==> config.mk <==
export PLATFORM = sky130hd
export DESIGN_NAME = instr_fetch_unit_flat
export DESIGN_NICKNAME = d
export VERILOG_FILES = /design/src/rtl/instr_fetch_unit_if.sv /design/src/rtl/instr_fetch_unit.sv /design/src/flat_wrapper.sv
export SDC_FILE = /design/constraint.sdc
export NUM_CORES = 1
export LEC_CHECK = 0
export CORE_UTILIZATION = 44
export CTS_CLUSTER_DIAMETER = 40
export DETAILED_ROUTE_END_ITERATION = 10
export GPL_TIMING_DRIVEN = 0
export PLACE_DENSITY = 0.77
export SETUP_SLACK_MARGIN = 0.2
export SLEW_MARGIN = 30
export SYNTH_ARGS = -nofsm -noshare
export SYNTH_HDL_FRONTEND = slang
export SYNTH_SLANG_ARGS = --single-unit
==> constraint.sdc <==
create_clock -name clk -period 5.3 [get_ports clk]
set_input_delay 1.59 -clock clk [delete_from_list [all_inputs] [get_ports clk]]
set_output_delay 1.59 -clock clk [all_outputs]
set_load 0.03 [all_outputs]
==> src/rtl/instr_fetch_unit_if.sv <==
// Fetch-stage bus: instruction memory handshake, instruction register
// outputs toward decode/datapath, and PC redirect from execute.
interface instr_fetch_unit_if;
  logic        imem_req;
  logic [31:0] imem_addr;
  logic        imem_rvalid;
  logic [31:0] imem_rdata;
  logic        ir_valid;
  logic        ir_ready;
  logic [31:0] ir_instr;
  logic [31:0] ir_pc;
  logic [6:0]  opcode;
  logic [2:0]  func3;
  logic        redirect;
  logic [31:0] redirect_pc;
  logic        misalign_err;

  modport master (
    output imem_req, imem_addr, ir_valid, ir_instr, ir_pc, opcode, func3, misalign_err,
    input  imem_rvalid, imem_rdata, ir_ready, redirect, redirect_pc
  );

  modport slave (
    input  imem_req, imem_addr, ir_valid, ir_instr, ir_pc, opcode, func3, misalign_err,
    output imem_rvalid, imem_rdata, ir_ready, redirect, redirect_pc
  );
endinterface

==> src/rtl/instr_fetch_unit.sv <==
// Fetch stage: owns the PC, issues one instruction fetch at a time, holds the
// result in an instruction register and handles branch/jump redirects.
module instr_fetch_unit #(
  parameter logic [31:0] RESET_PC  = 32'h0040_0000,
  parameter logic [31:0] NOP_INSTR = 32'h0000_0013
) (
  input logic                  clk,
  input logic                  rst,
  instr_fetch_unit_if.master   fetch_if
);

  typedef enum logic [2:0] {
    BOOT  = 3'd0,
    FETCH = 3'd1,
    DRAIN = 3'd2,
    HOLD  = 3'd3,
    HALT  = 3'd4
  } state_t;

  state_t      state_q;
  logic [31:0] pc_q;
  logic [31:0] fetch_addr_q;
  logic [31:0] ir_instr_q;
  logic [31:0] ir_pc_q;
  logic        ir_valid_q;
  logic        misalign_err_q;
  logic        req_q;

  logic        redir_ok_d;
  logic        redir_bad_d;

  assign redir_ok_d  = fetch_if.redirect && (fetch_if.redirect_pc[1:0] == 2'b00);
  assign redir_bad_d = fetch_if.redirect && (fetch_if.redirect_pc[1:0] != 2'b00);

  // A misaligned redirect from any live state abandons everything and parks
  // in HALT; only rst recovers, and pc is deliberately left untouched.
  always_ff @(posedge clk or posedge rst) begin
    if (rst) begin
      state_q        <= BOOT;
      pc_q           <= RESET_PC;
      fetch_addr_q   <= RESET_PC;
      ir_instr_q     <= NOP_INSTR;
      ir_pc_q        <= RESET_PC;
      ir_valid_q     <= 1'b0;
      misalign_err_q <= 1'b0;
      req_q          <= 1'b0;
    end else begin
      case (state_q)
        BOOT: begin
          fetch_addr_q <= pc_q;
          req_q        <= 1'b1;
          state_q      <= FETCH;
        end

        FETCH: begin
          if (redir_bad_d) begin
            misalign_err_q <= 1'b1;
            ir_valid_q     <= 1'b0;
            ir_instr_q     <= NOP_INSTR;
            req_q          <= 1'b0;
            state_q        <= HALT;
          end else if (redir_ok_d && fetch_if.imem_rvalid) begin
            pc_q         <= fetch_if.redirect_pc;
            fetch_addr_q <= fetch_if.redirect_pc;
          end else if (redir_ok_d) begin
            pc_q    <= fetch_if.redirect_pc;
            state_q <= DRAIN;
          end else if (fetch_if.imem_rvalid) begin
            ir_instr_q <= fetch_if.imem_rdata;
            ir_pc_q    <= fetch_addr_q;
            ir_valid_q <= 1'b1;
            pc_q       <= fetch_addr_q + 32'd4;
            req_q      <= 1'b0;
            state_q    <= HOLD;
          end
        end

        // The stale response still has to arrive; the newest target wins.
        DRAIN: begin
          if (redir_bad_d) begin
            misalign_err_q <= 1'b1;
            ir_valid_q     <= 1'b0;
            ir_instr_q     <= NOP_INSTR;
            req_q          <= 1'b0;
            state_q        <= HALT;
          end else begin
            if (redir_ok_d) begin
              pc_q <= fetch_if.redirect_pc;
            end
            if (fetch_if.imem_rvalid) begin
              fetch_addr_q <= redir_ok_d ? fetch_if.redirect_pc : pc_q;
              state_q      <= FETCH;
            end
          end
        end

        HOLD: begin
          if (redir_bad_d) begin
            misalign_err_q <= 1'b1;
            ir_valid_q     <= 1'b0;
            ir_instr_q     <= NOP_INSTR;
            req_q          <= 1'b0;
            state_q        <= HALT;
          end else if (redir_ok_d) begin
            pc_q         <= fetch_if.redirect_pc;
            fetch_addr_q <= fetch_if.redirect_pc;
            ir_valid_q   <= 1'b0;
            ir_instr_q   <= NOP_INSTR;
            req_q        <= 1'b1;
            state_q      <= FETCH;
          end else if (ir_valid_q && fetch_if.ir_ready) begin
            ir_valid_q   <= 1'b0;
            fetch_addr_q <= pc_q;
            req_q        <= 1'b1;
            state_q      <= FETCH;
          end
        end

        HALT: begin
          req_q      <= 1'b0;
          ir_valid_q <= 1'b0;
        end

        default: begin
          req_q   <= 1'b0;
          state_q <= HALT;
        end
      endcase
    end
  end

  assign fetch_if.imem_req     = req_q;
  assign fetch_if.imem_addr    = fetch_addr_q;
  assign fetch_if.ir_valid     = ir_valid_q;
  assign fetch_if.ir_instr     = ir_instr_q;
  assign fetch_if.ir_pc        = ir_pc_q;
  assign fetch_if.opcode       = ir_instr_q[6:0];
  assign fetch_if.func3        = ir_instr_q[14:12];
  assign fetch_if.misalign_err = misalign_err_q;

endmodule

==> src/flat_wrapper.sv <==
// flat-port wrapper written by rule: the top's interface ports become plain ports
module instr_fetch_unit_flat 
#(
  parameter logic [31:0] RESET_PC  = 32'h0040_0000,
  parameter logic [31:0] NOP_INSTR = 32'h0000_0013
)
  (clk, rst, fetch_if_imem_req, fetch_if_imem_addr, fetch_if_ir_valid, fetch_if_ir_instr, fetch_if_ir_pc, fetch_if_opcode, fetch_if_func3, fetch_if_misalign_err, fetch_if_imem_rvalid, fetch_if_imem_rdata, fetch_if_ir_ready, fetch_if_redirect, fetch_if_redirect_pc);
  instr_fetch_unit_if fetch_if_i ();
  input logic clk;
  input logic rst;
  output wire logic [$bits(fetch_if_i.imem_req)-1:0] fetch_if_imem_req;
  output wire logic [$bits(fetch_if_i.imem_addr)-1:0] fetch_if_imem_addr;
  output wire logic [$bits(fetch_if_i.ir_valid)-1:0] fetch_if_ir_valid;
  output wire logic [$bits(fetch_if_i.ir_instr)-1:0] fetch_if_ir_instr;
  output wire logic [$bits(fetch_if_i.ir_pc)-1:0] fetch_if_ir_pc;
  output wire logic [$bits(fetch_if_i.opcode)-1:0] fetch_if_opcode;
  output wire logic [$bits(fetch_if_i.func3)-1:0] fetch_if_func3;
  output wire logic [$bits(fetch_if_i.misalign_err)-1:0] fetch_if_misalign_err;
  input wire logic [$bits(fetch_if_i.imem_rvalid)-1:0] fetch_if_imem_rvalid;
  input wire logic [$bits(fetch_if_i.imem_rdata)-1:0] fetch_if_imem_rdata;
  input wire logic [$bits(fetch_if_i.ir_ready)-1:0] fetch_if_ir_ready;
  input wire logic [$bits(fetch_if_i.redirect)-1:0] fetch_if_redirect;
  input wire logic [$bits(fetch_if_i.redirect_pc)-1:0] fetch_if_redirect_pc;
  assign fetch_if_imem_req = fetch_if_i.imem_req;
  assign fetch_if_imem_addr = fetch_if_i.imem_addr;
  assign fetch_if_ir_valid = fetch_if_i.ir_valid;
  assign fetch_if_ir_instr = fetch_if_i.ir_instr;
  assign fetch_if_ir_pc = fetch_if_i.ir_pc;
  assign fetch_if_opcode = fetch_if_i.opcode;
  assign fetch_if_func3 = fetch_if_i.func3;
  assign fetch_if_misalign_err = fetch_if_i.misalign_err;
  assign fetch_if_i.imem_rvalid = fetch_if_imem_rvalid;
  assign fetch_if_i.imem_rdata = fetch_if_imem_rdata;
  assign fetch_if_i.ir_ready = fetch_if_ir_ready;
  assign fetch_if_i.redirect = fetch_if_redirect;
  assign fetch_if_i.redirect_pc = fetch_if_redirect_pc;
  instr_fetch_unit #(.RESET_PC(RESET_PC), .NOP_INSTR(NOP_INSTR)) u_core (.clk(clk), .rst(rst), .fetch_if(fetch_if_i));
endmodule
==> results.yml <==
synth:
  yosysSeqAreaShare_pct: 50.68
  syn-cell-area_um2: 6631
  syn_nets: 773
  synthFlopType: "dfrtp_1"
  netlist_instances: 703
  avgSynthCellArea_um2: 9.433
  synth_edf_count: 0
  yosys.cell_types.count: 55
  synth-seq-cells: 134
  synthArstFlopShare_pct: 100.0
  yosysWarnings: 0
setup_path:
  slowest_delay_ns: 0.55
  crit_family: "compound AO/OA/AOI/OAI gates"
  worstPathArrival_ns: 3.87
  required_ns: 5.62
  cp_max_fo: 10
  path_buf_inv: 2
  timing.rr.end: "u_core.pc_q[24]"
  r2r_cells: 6
  end_kind: "register"
  worst-r2r-setup-slack_ns: 2.98
  slowest_stage: "clkdlybuf4s50_1"
  cp-start-kind: "primary input"
  cp.depth: 7
  r2r_start: "u_core.fetch_if.imem_addr[2]"
  cp_cell_sequence: "clkdlybuf4s50_1 > o21a_1 > a211o_1 > nor2_1 > buf_4 > a22oi_1 > o21ai_0"
  worstSetupPathType: "in2reg"
floorplanning:
  dieHeight_um: 124.8
  start_util_pct: 45.28
  ioPinCount: 178
  rows: 44
  core_um2: 14640
  dieArea_um2: 15570
  die_w_um: 124.8
power_and_ir_drop:
  leakagePower_nw: 3.954
  vdd_drop_max_uv: 363.2
  power_density_nw_per_um2: 620.5
clocking:
  cts_made_buffers: 17
  ctsResizeCount: 0
  cts.sinks: 134
  clk_path_buf_depth: 2
  hold_buffers: 0
  clk_pin_slew_worst_paths_ns: 0.06
  clk_latency_ns: 0.42
  cts_tree: "yes"
  htreeDepth: 4
  cts_setup_buffers: 0
  cts_root_buf: "clkbuf_16"
run_status:
  violations: "design-rule violations"
  status: "finished, violations left"
sta:
  setup_violations: 0
  relSlewSlack_pct: 53.29
  finalHoldViolCount: 0
  final.min_clock_period_ns: 3.551
  finalCritPeriodShare_pct: 67.00
  max_slew.worst_pin.slew_ns: 0.6943
  whs_ns: 0.4726
  fin_skew_ns: 0.009992
  rsz0062_at_grt: "no"
  fin_tns_setup_ns: 0
  slew_viol_final: 0
  max_freq_mhz: 281.6
detailed_routing:
  drt_iter0_markers: 409
  avgViaCountPerCell: 5.348
  wl_per_cell_um: 16.94
  wl_um: 18650
  first_pass_iters: 8
  vias: 5888
  drc: 46
  postRouteAntennaNets: 0
min_path:
  whs_endpoint: "u_core.fetch_if.ir_pc[22]"
  hold_class: "reg2reg"
  hold_depth: 2
  worstHoldStart: "u_core.fetch_if.ir_pc[22]"
grt:
  grt_overflow: 0
  grt_pass1_wl_um: 30250
  grt_usage_pct: 24.81
  antenna_found_initial: 0
  grt_max_degree: 30
  grt_pass1_vias: 5700
place:
  gp_congestion: 0.8692
  dp_hpwl_um: 13670
  portBuffers: 177
final_layout:
  area_delta_synth_final_pct: 40.70
  n_antenna_cell: 0
  multiInputGateArea_um2: 2910
  layout-drive-gt1-share_pct: 12.43
  most-common-layout-cells: "177 x clkdlybuf4s50_1, 170 x nand2_1, 128 x dfrtp_1, 59 x o21ai_0, 56 x nor2_1"
  final_common_cell: "clkdlybuf4s50_1"
  regArea_um2: 3361
  fillCellCount: 1232
  nets: 974
flow_run:
  cap_viol_max_count: 0
-- Yosys cell counts (all sizes together), types with 3 or more instances --
cell / n / share of area [%]
o21bai: 3 / 0.34
and3: 8 / 0.75
a22oi: 27 / 3.1
dfstp: 6 / 2.4
nor4: 5 / 0.92
inv: 8 / 0.45
nand2: 170 / 9.6
a21oi: 42 / 4.8
nor2: 57 / 3.3
xnor2: 14 / 1.8
nor3b: 3 / 0.51
o22a: 3 / 0.40
buf: 33 / 3.8
nor3: 8 / 0.77
clkbuf: 21 / 1.2
nand4: 10 / 1.0
o21ai: 64 / 4.8
nand3: 15 / 1.2
dfrtp: 128 / 48
nand2b: 5 / 0.47
xor2: 12 / 1.6
mux2i: 32 / 4.8
-- registers in the layout, indices dropped and copies added, names as in the netlist --
signal,flops
u_core.fetch_if.ir_valid,1
u_core.fetch_if.misalign_err,1
u_core.fetch_if.ir_pc,32
u_core.fetch_if.imem_addr,32
u_core.fetch_if.ir_instr,32
u_core.pc_q,32
u_core.fetch_if.imem_req,1
u_core.state_q,3
-- power by group --
part / leakage, nW / switching, W / internal, W
clock: 0.273 / 0.000444 / 0.000719
sequential: 1.71 / 0.000407 / 0.00148
combinational: 1.97 / 0.00156 / 0.00118
-- routing by layer --
layer / share of wire [%] / global-route usage, % / vias to the layer above
met3: 7.1 / 5.412 / 25
met4: 1.7 / 8.860 / 0
met1: 43 / 31.58 / 2844
met5: 0 / 0 / -
li1: - / - / 2805
met2: 49 / 41.54 / 214
-- metrics by stage --
stage / utilization [%] / setup WS, ns / instances / power (W) / instance area (µm²)
after floorplan: - / 2.050 / 703 / 0.003544 / 6635
after global placement: 58.98 / 0.7691 / 1064 / 0.004568 / 8637
after detailed placement: 59.71 / 1.394 / 1069 / 0.004633 / 8745
after CTS: 63.71 / 1.817 / 1101 / 0.005818 / 9330
after global routing: 63.71 / 1.677 / 1101 / 0.006109 / 9330
final: 63.71 / 1.749 / 1101 / 0.005789 / 9330
-- logic make-up after synthesis --
family | count (synthesis) | synth area share, %
AND/OR/NAND/NOR | 292 | 19.79
buffers and inverters | 62 | 5.434
multiplexers | 34 | 5.170
AO/OA/AOI/OAI | 154 | 15.30
adder cells (fa/ha/maj) | 1 | 0.1886
flip-flops | 134 | 50.68
XOR/XNOR | 26 | 3.434
-- area by class of cell --
| cell class | count | share of cell area, % |
|---|---|---|
| clock inverter | 10 | 1.301 |
| tap | 184 | 2.467 |
| inverter | 8 | 0.3621 |
| buffer | 54 | 3.540 |
| clock buffer | 22 | 4.975 |
| timing repair buffer | 182 | 20.14 |
| multi-input combinational | 507 | 31.19 |
| sequential | 134 | 36.02 |
-- worst max-delay path by stage --
stage / start / to / slack [ns]
finish: fetch_if_redirect_pc[1] / u_core.pc_q[14] / 1.75
global route: fetch_if_redirect_pc[0] / u_core.pc_q[14] / 1.68
CTS: fetch_if_redirect_pc[1] / u_core.pc_q[14] / 1.82
detailed placement: fetch_if_redirect / u_core.fetch_if.imem_addr[15] / 1.39
global placement: rst / u_core.fetch_if.ir_pc[14] / 0.77
floorplan: rst / u_core.fetch_if.imem_addr[0] / 2.05
-- worst reg2reg max path, delay by kind of cell, from the launching register on --
kind	cells	cell delay [ns]
AOI/OAI and AO/OA	1	0.17
xor gates and xnor gates	1	0.19
adders and majority gates	1	0.30
DFF	1	0.47
and+or+nand+nor	3	1.11
(Power assumes the default switching activity.)
